--- src/rtl/itof_pipe.sv ---
// itof_pipe: three-stage signed int32 to IEEE-754 single converter.
// Stages: magnitude capture, normalize, round/pack; valid/ready flow.
module itof_pipe (
    input  logic        clk,
    input  logic        rstn,
    input  logic        in_valid,
    output logic        in_ready,
    input  logic [31:0] in_x,
    input  logic        in_rm,
    output logic        out_valid,
    input  logic        out_ready,
    output logic [31:0] out_y,
    output logic        busy
);

    typedef struct packed {
        logic        sign;
        logic        rm;
        logic [31:0] mag;
    } s1_t;

    typedef struct packed {
        logic        sign;
        logic        rm;
        logic        zero;
        logic [4:0]  lz;
        logic [31:0] norm;
    } s2_t;

    logic        v1, v2, v3;
    logic        e1, e2, e3;
    s1_t         s1_q, s1_d;
    s2_t         s2_q, s2_d;
    logic [31:0] y_q, y_d;
    logic        found;
    logic [22:0] frac;
    logic        g, st, l, inc;
    logic [23:0] sum;
    logic [7:0]  exp_v;

    // Enable chain: a stage may load when empty or when its successor moves.
    always_comb begin
        e3        = ~v3 | out_ready;
        e2        = ~v2 | e3;
        e1        = ~v1 | e2;
        in_ready  = e1 & rstn;
        out_valid = v3;
        out_y     = y_q;
        busy      = v1 | v2 | v3;
    end

    // S1 next: sign and absolute value (0x80000000 maps to 2^31).
    always_comb begin
        s1_d      = '0;
        s1_d.sign = in_x[31];
        s1_d.rm   = in_rm;
        s1_d.mag  = in_x[31] ? (~in_x + 32'd1) : in_x;
    end

    // S2 next: leading-zero count and left-justified magnitude.
    always_comb begin
        s2_d      = '0;
        found     = 1'b0;
        s2_d.sign = s1_q.sign;
        s2_d.rm   = s1_q.rm;
        for (int i = 31; i >= 0; i--) begin
            if (!found && s1_q.mag[i]) begin
                s2_d.lz = 5'(31 - i);
                found   = 1'b1;
            end
        end
        s2_d.zero = ~found;
        s2_d.norm = s1_q.mag << s2_d.lz;
    end

    // S3 next: round (nearest-even or truncate) and pack the word.
    always_comb begin
        frac  = s2_q.norm[30:8];
        g     = s2_q.norm[7];
        st    = |s2_q.norm[6:0];
        l     = s2_q.norm[8];
        inc   = s2_q.rm & g & (st | l);
        sum   = {1'b0, frac} + {23'd0, inc};
        exp_v = 8'd158 - {3'd0, s2_q.lz} + {7'd0, sum[23]};
        y_d   = s2_q.zero ? 32'd0 : {s2_q.sign, exp_v, sum[22:0]};
    end

    // Pipeline registers: each stage loads from upstream when enabled.
    always_ff @(posedge clk or negedge rstn) begin
        if (!rstn) begin
            v1   <= 1'b0;
            v2   <= 1'b0;
            v3   <= 1'b0;
            s1_q <= '0;
            s2_q <= '0;
            y_q  <= '0;
        end else begin
            if (e1) begin
                v1   <= in_valid;
                s1_q <= s1_d;
            end
            if (e2) begin
                v2   <= v1;
                s2_q <= s2_d;
            end
            if (e3) begin
                v3  <= v2;
                y_q <= y_d;
            end
        end
    end

endmodule

--- config.mk ---
export PLATFORM = sky130hd
export DESIGN_NAME = itof_pipe
export DESIGN_NICKNAME = d
export VERILOG_FILES = /design/src/rtl/itof_pipe.sv
export SDC_FILE = /design/constraint.sdc
export NUM_CORES = 1
export LEC_CHECK = 0
export ABC_AREA = 1
export BUFFER_PORTS_ARGS = -buffer_cell sky130_fd_sc_hd__clkbuf_2
export CAP_MARGIN = 30
export CORE_AREA = 8 8 135 137
export CTS_BUF_LIST = sky130_fd_sc_hd__clkbuf_4 sky130_fd_sc_hd__clkbuf_8 sky130_fd_sc_hd__clkbuf_16
export DETAILED_ROUTE_END_ITERATION = 10
export DIE_AREA = 0 0 143 145
export GPL_TIMING_DRIVEN = 0
export SLEW_MARGIN = 40
export SYNTH_ARGS = -nofsm -noshare
export SYNTH_HDL_FRONTEND = slang
export SYNTH_SLANG_ARGS = --single-unit
--- constraint.sdc ---
create_clock -name clk -period 4.3 [get_ports clk]
set_input_delay 0.86 -clock clk [delete_from_list [all_inputs] [get_ports clk]]
set_output_delay 0.86 -clock clk [all_outputs]
set_load 0.02 [all_outputs]
* Word-level counts from Yosys, hierarchy flattened *
Index checks and enable logic that the tools add are counted.

operators by class
  multiplexer cells = 65
  $add $sub $neg = 4
  shift operators = 1
  bitwise operators = 14
  reductions and logical operators = 63

operator list
  cell                     number
  $mux W5                  29
  $mux W32                 2
  $mux W1                  33
  $add A32 B1 Y32 const B  1
  $not A32 Y32             1
  $shl A32 B5 Y31          1
  $logic_and A1 B1 Y1      31
  $logic_not A1 Y1         31
  $add A23 B1 Y24          1
  $add A8 B1 Y8            1
  $sub A8 B5 Y8 const A    1
  $reduce_or A7 Y1         1
  $or A1 B1 Y1             6
  $not A1 Y1               4
  $and A1 B1 Y1            3
  $mux W2                  1

word-level totals
  logic and storage cells = 159
  bits of input ports = 37
  register bits = 108
  output and inout bits = 35

* Logic depth before layout (Yosys ltp) *
  word-level depth = 95
  gate-level depth with buffers = 26
  gate-level depth less buffers = 25

* Least setup slack after synthesis *
No wires, ideal clock.

  path kind = input to output
  start point = input port out_ready
  end point = output port in_ready
  buffers on the path = 3
  stages on the path = 9
  slack = 1.128 ns
  arrival = 2.312 ns
  cell sequence = nor2_1 inv_1 nor2_1 clkbuf_1 nand2_1 clkbuf_1 clkbuf_1 nand2_1 inv_1

between the ends
  word-level cells in the longest chain between the ends = 4

RTL lines
  element          RTL line  RTL
  start, declared  11        input logic out_ready,
  $or A1 B1 Y1     43        e3 = ~v3 | out_ready;
  $or A1 B1 Y1     44        e2 = ~v2 | e3;
  $or A1 B1 Y1     45        e1 = ~v1 | e2;
  $and A1 B1 Y1    46        in_ready = e1 & rstn;
  end, declared    7         output logic in_ready,

Every way passes these cells.

* Final worst setup path *
Ends and elaborated chain as after synthesis.

==> summary.md <==
| Metric | Value |
|---|---|
| Switching share of total power | 41.76% |
| Wirelength per Cell | 16.62 µm |
| Chip width | 143 µm |
| Pre-Repair DR Iteration Count | 8 |
| Buffers on Ports | 71 |
| Area share of the largest cell type after synthesis | 37.96% |
| Global-route wire length before repair | 35,880 µm |
| R2R Path Start | s1_q[29] |
| Routed WL | 22,060 µm |
| Post-DP Area | 7786 µm² |
| Sequential area share after synthesis | 37.96% |
| Cells after synthesis | 1,019 |
| Clock Tree Root | clkbuf_16 |
| Internal Power | 2240 µW |
| Number of vias per cell | 5.432 |
| Crit share post-route | 92.22% |
| Worst r2r dst | frac[8] |
| Most frequent cells in the layout | nand3_1 (247), nand2_1 (185), dfrtp_1 (108) |
| Switching power | 1606 µW |
| Distinct cell type count after synthesis | 43 |
| GPL Wtd Cong | 0.9666 |
| Routed Antenna Nets | 0 |
| Arrival @ worst endpoint | 3110 ps |
| NumNets Final | 1,143 |
| CP startpoint | out_ready |
| Hold slack | 430.8 ps |
| Worst Max-Slew Pin Slew | 758.3 ps |
| Syn_area_per_cell | 6.987 µm² |
| P_leak | 0.003948 µW |
| Yosys warns | 0 |
| I/O Pins | 72 |
| Slew headroom | 48.78% |
| DRC violations left | 0 |
| Worst-case reg-to-reg path depth | 21 |
| Post-Place Worst Slack | 23.05 ps |
| Comb pwr share | 37.2% |
| Clk_skew | 13.19 ps |
| Number of buffers created by CTS | 9 |
| Full die area | 20,740 µm² |
| Final setup margin | 334.6 ps |
| DR vias | 7,208 |
| RSZ-0062 raised after global routing | no |
| CTS Sinks | 108 |
| Clock buffer depth | 2 |
| Synth top area cells | dfrtp_1 (38%), nand3_1 (17%), nand2_1 (9.8%) |
| Std cell rows | 47 |
| Max-slew violation count | 0 |
| Fmax | 252.2 MHz |
| HP Class | input pin to async pin |
| Clock transition at the registers of the reported paths | 70 ps |
| Post-Syn Area | 7119 µm² |
| Clock power frac | 23.2% |
| Vias in the first global route | 7,044 |
| Seq cells post-synth | 108 |
| MaxCap Viol Count | 0 |
| CTS tree | yes |
| Starting Density | 44.02% |
| Share of layout cells above drive strength 1 | 11.47% |
| Largest area contributor in the netlist | dfrtp_1 |
| Max VDD drop | 0.2200 mV |
| Worst setup SP type | input pin |
| Core Box Area | 16,170 µm² |
| Syn nets | 1,060 |
| Setup Fix Bufs, Post-CTS | 0 |
| H-Tree Depth | 3 |
| CP required | 3440 ps |
| PwrDens | 474.8 nW/µm² |
| Design area | 8102 µm² |
| Area growth from synthesis to layout | 13.80% |
| CP Max Fanout | 10 |
| HPWL after DPL | 17,800 µm |
| Register share of total power | 39.6% |
| Outcome | finished clean |
| Initial antenna violation count | 0 |
| Final Hold Viols | 0 |
| Most common cell after layout, fill and taps aside | nand3_1 |
| Die height | 145 µm |
| Worst-Skew Late Latency | 370 ps |
| Setup CP Type | input pin to output port |
| Largest net degree at the start of global routing | 60 |
| Inserted Diodes | 0 |
| Worst reg2reg setup slack | 580 ps |
| GR Util All Layers | 21.74% |
| Initial DRC count | 555 |
| Min Tclk post-route | 3965 ps |
| Crit. End Element | output port |
| Overflow after GRT | 0 |
| Setup TNS | 0 ps |
| Final setup vio count | 0 |
| Worst Setup EP | in_ready |
-- power by group through the flow --
| stage | combinational [µW] | sequential, µW | clock (µW) |
|---|---|---|---|
| 2_1_floorplan | 858 | 1600 | 0 |
| 3_3_place_gp | 1420 | 1530 | 0 |
| 3_5_place_dp | 1430 | 1540 | 0 |
| 4_1_cts | 1430 | 1520 | 905 |
| 5_1_grt | 1600 | 1570 | 940 |
| 6_report | 1430 | 1520 | 894 |
-- Yosys cell counts, drive strengths merged --
library cell / n
or4: 1
dfrtp: 108
clkbuf: 28
ha: 4
o2111ai: 1
nor3: 16
clkinv: 1
nand2: 188
o31ai: 11
nand3: 248
a41oi: 1
xnor2: 14
nor2: 112
a22o: 6
o21ai: 54
mux2: 1
a41o: 1
o41ai: 1
a2111oi: 1
inv: 91
or2: 1
o22ai: 2
nor4: 5
o211ai: 2
a22oi: 1
a21oi: 51
buf: 22
a31o: 1
a32o: 2
xor2: 19
and3: 1
nand4: 23
a211o: 1
-- through the flow --
stage	util (%)	instances	power [µW]
after global routing	50.10	1327	4106
after global placement	47.92	1310	2956
after detailed placement	48.15	1311	2970
final	50.10	1327	3846
after CTS	50.08	1327	3862
after floorplan	-	1019	2456
-- what timing repair did --
item | 4_1_cts | 5_1_grt
resized for setup | 0 | 1
endpoints found under the setup margin | 0 | 1
hold buffers | 0 | 0
-- layer usage --
layer  vias to the layer above  track usage (%)  part of all wire (%)
li1                       3629                -                     -
met1                      3337            26.29                    44
met2                       193            37.14                    49
met3                        49            2.920                   3.9
met4                         0            10.31                   3.8
met5                         -                0                     0
-- worst min path at each step --
stage | from | to | cells after the start
after global routing | rstn | out_y[27] | 1
final | rstn | out_y[27] | 1
after floorplan | v2 | out_valid | 2
after global placement | v2 | out_valid | 2
after detailed placement | v2 | out_valid | 2
after CTS | rstn | out_y[27] | 1
-- cell type report --
type,count,area (µm²)
Buffer,50,232.7
Clock buffer,11,246.5
Clock inverter,5,66.31
Fill cell,1723,8070
Inverter,92,345.3
Multi-Input combinational cell,769,3841
Sequential cell,108,2703
Tap cell,220,275.3
Timing Repair Buffer,72,391.6
-- worst max-delay path: stages --
cell	delay [ps]
clkbuf_2	80
nor2_2	310
inv_1	100
nor2_1	130
clkbuf_1	420
nand2_1	240
clkbuf_1	350
clkbuf_1	310
nand2_1	110
inv_1	40
clkbuf_2	140
-- flip-flops by register name, summed over array words and instances, names as in the netlist --
name,cells
v1,1
s1_q,34
out_y,32
out_valid,1
s2_q,15
v2,1
frac,23
g,1
-- logic make-up after synthesis --
group           synth area share (%)
simple gates                   38.07
buf+inv                        8.119
compound gates                 10.93
flops                          37.96
xor+xnor                       4.060
fa+ha+maj                     0.7030
mux                           0.1582
Note: power is estimated with default switching activity, not from simulation.
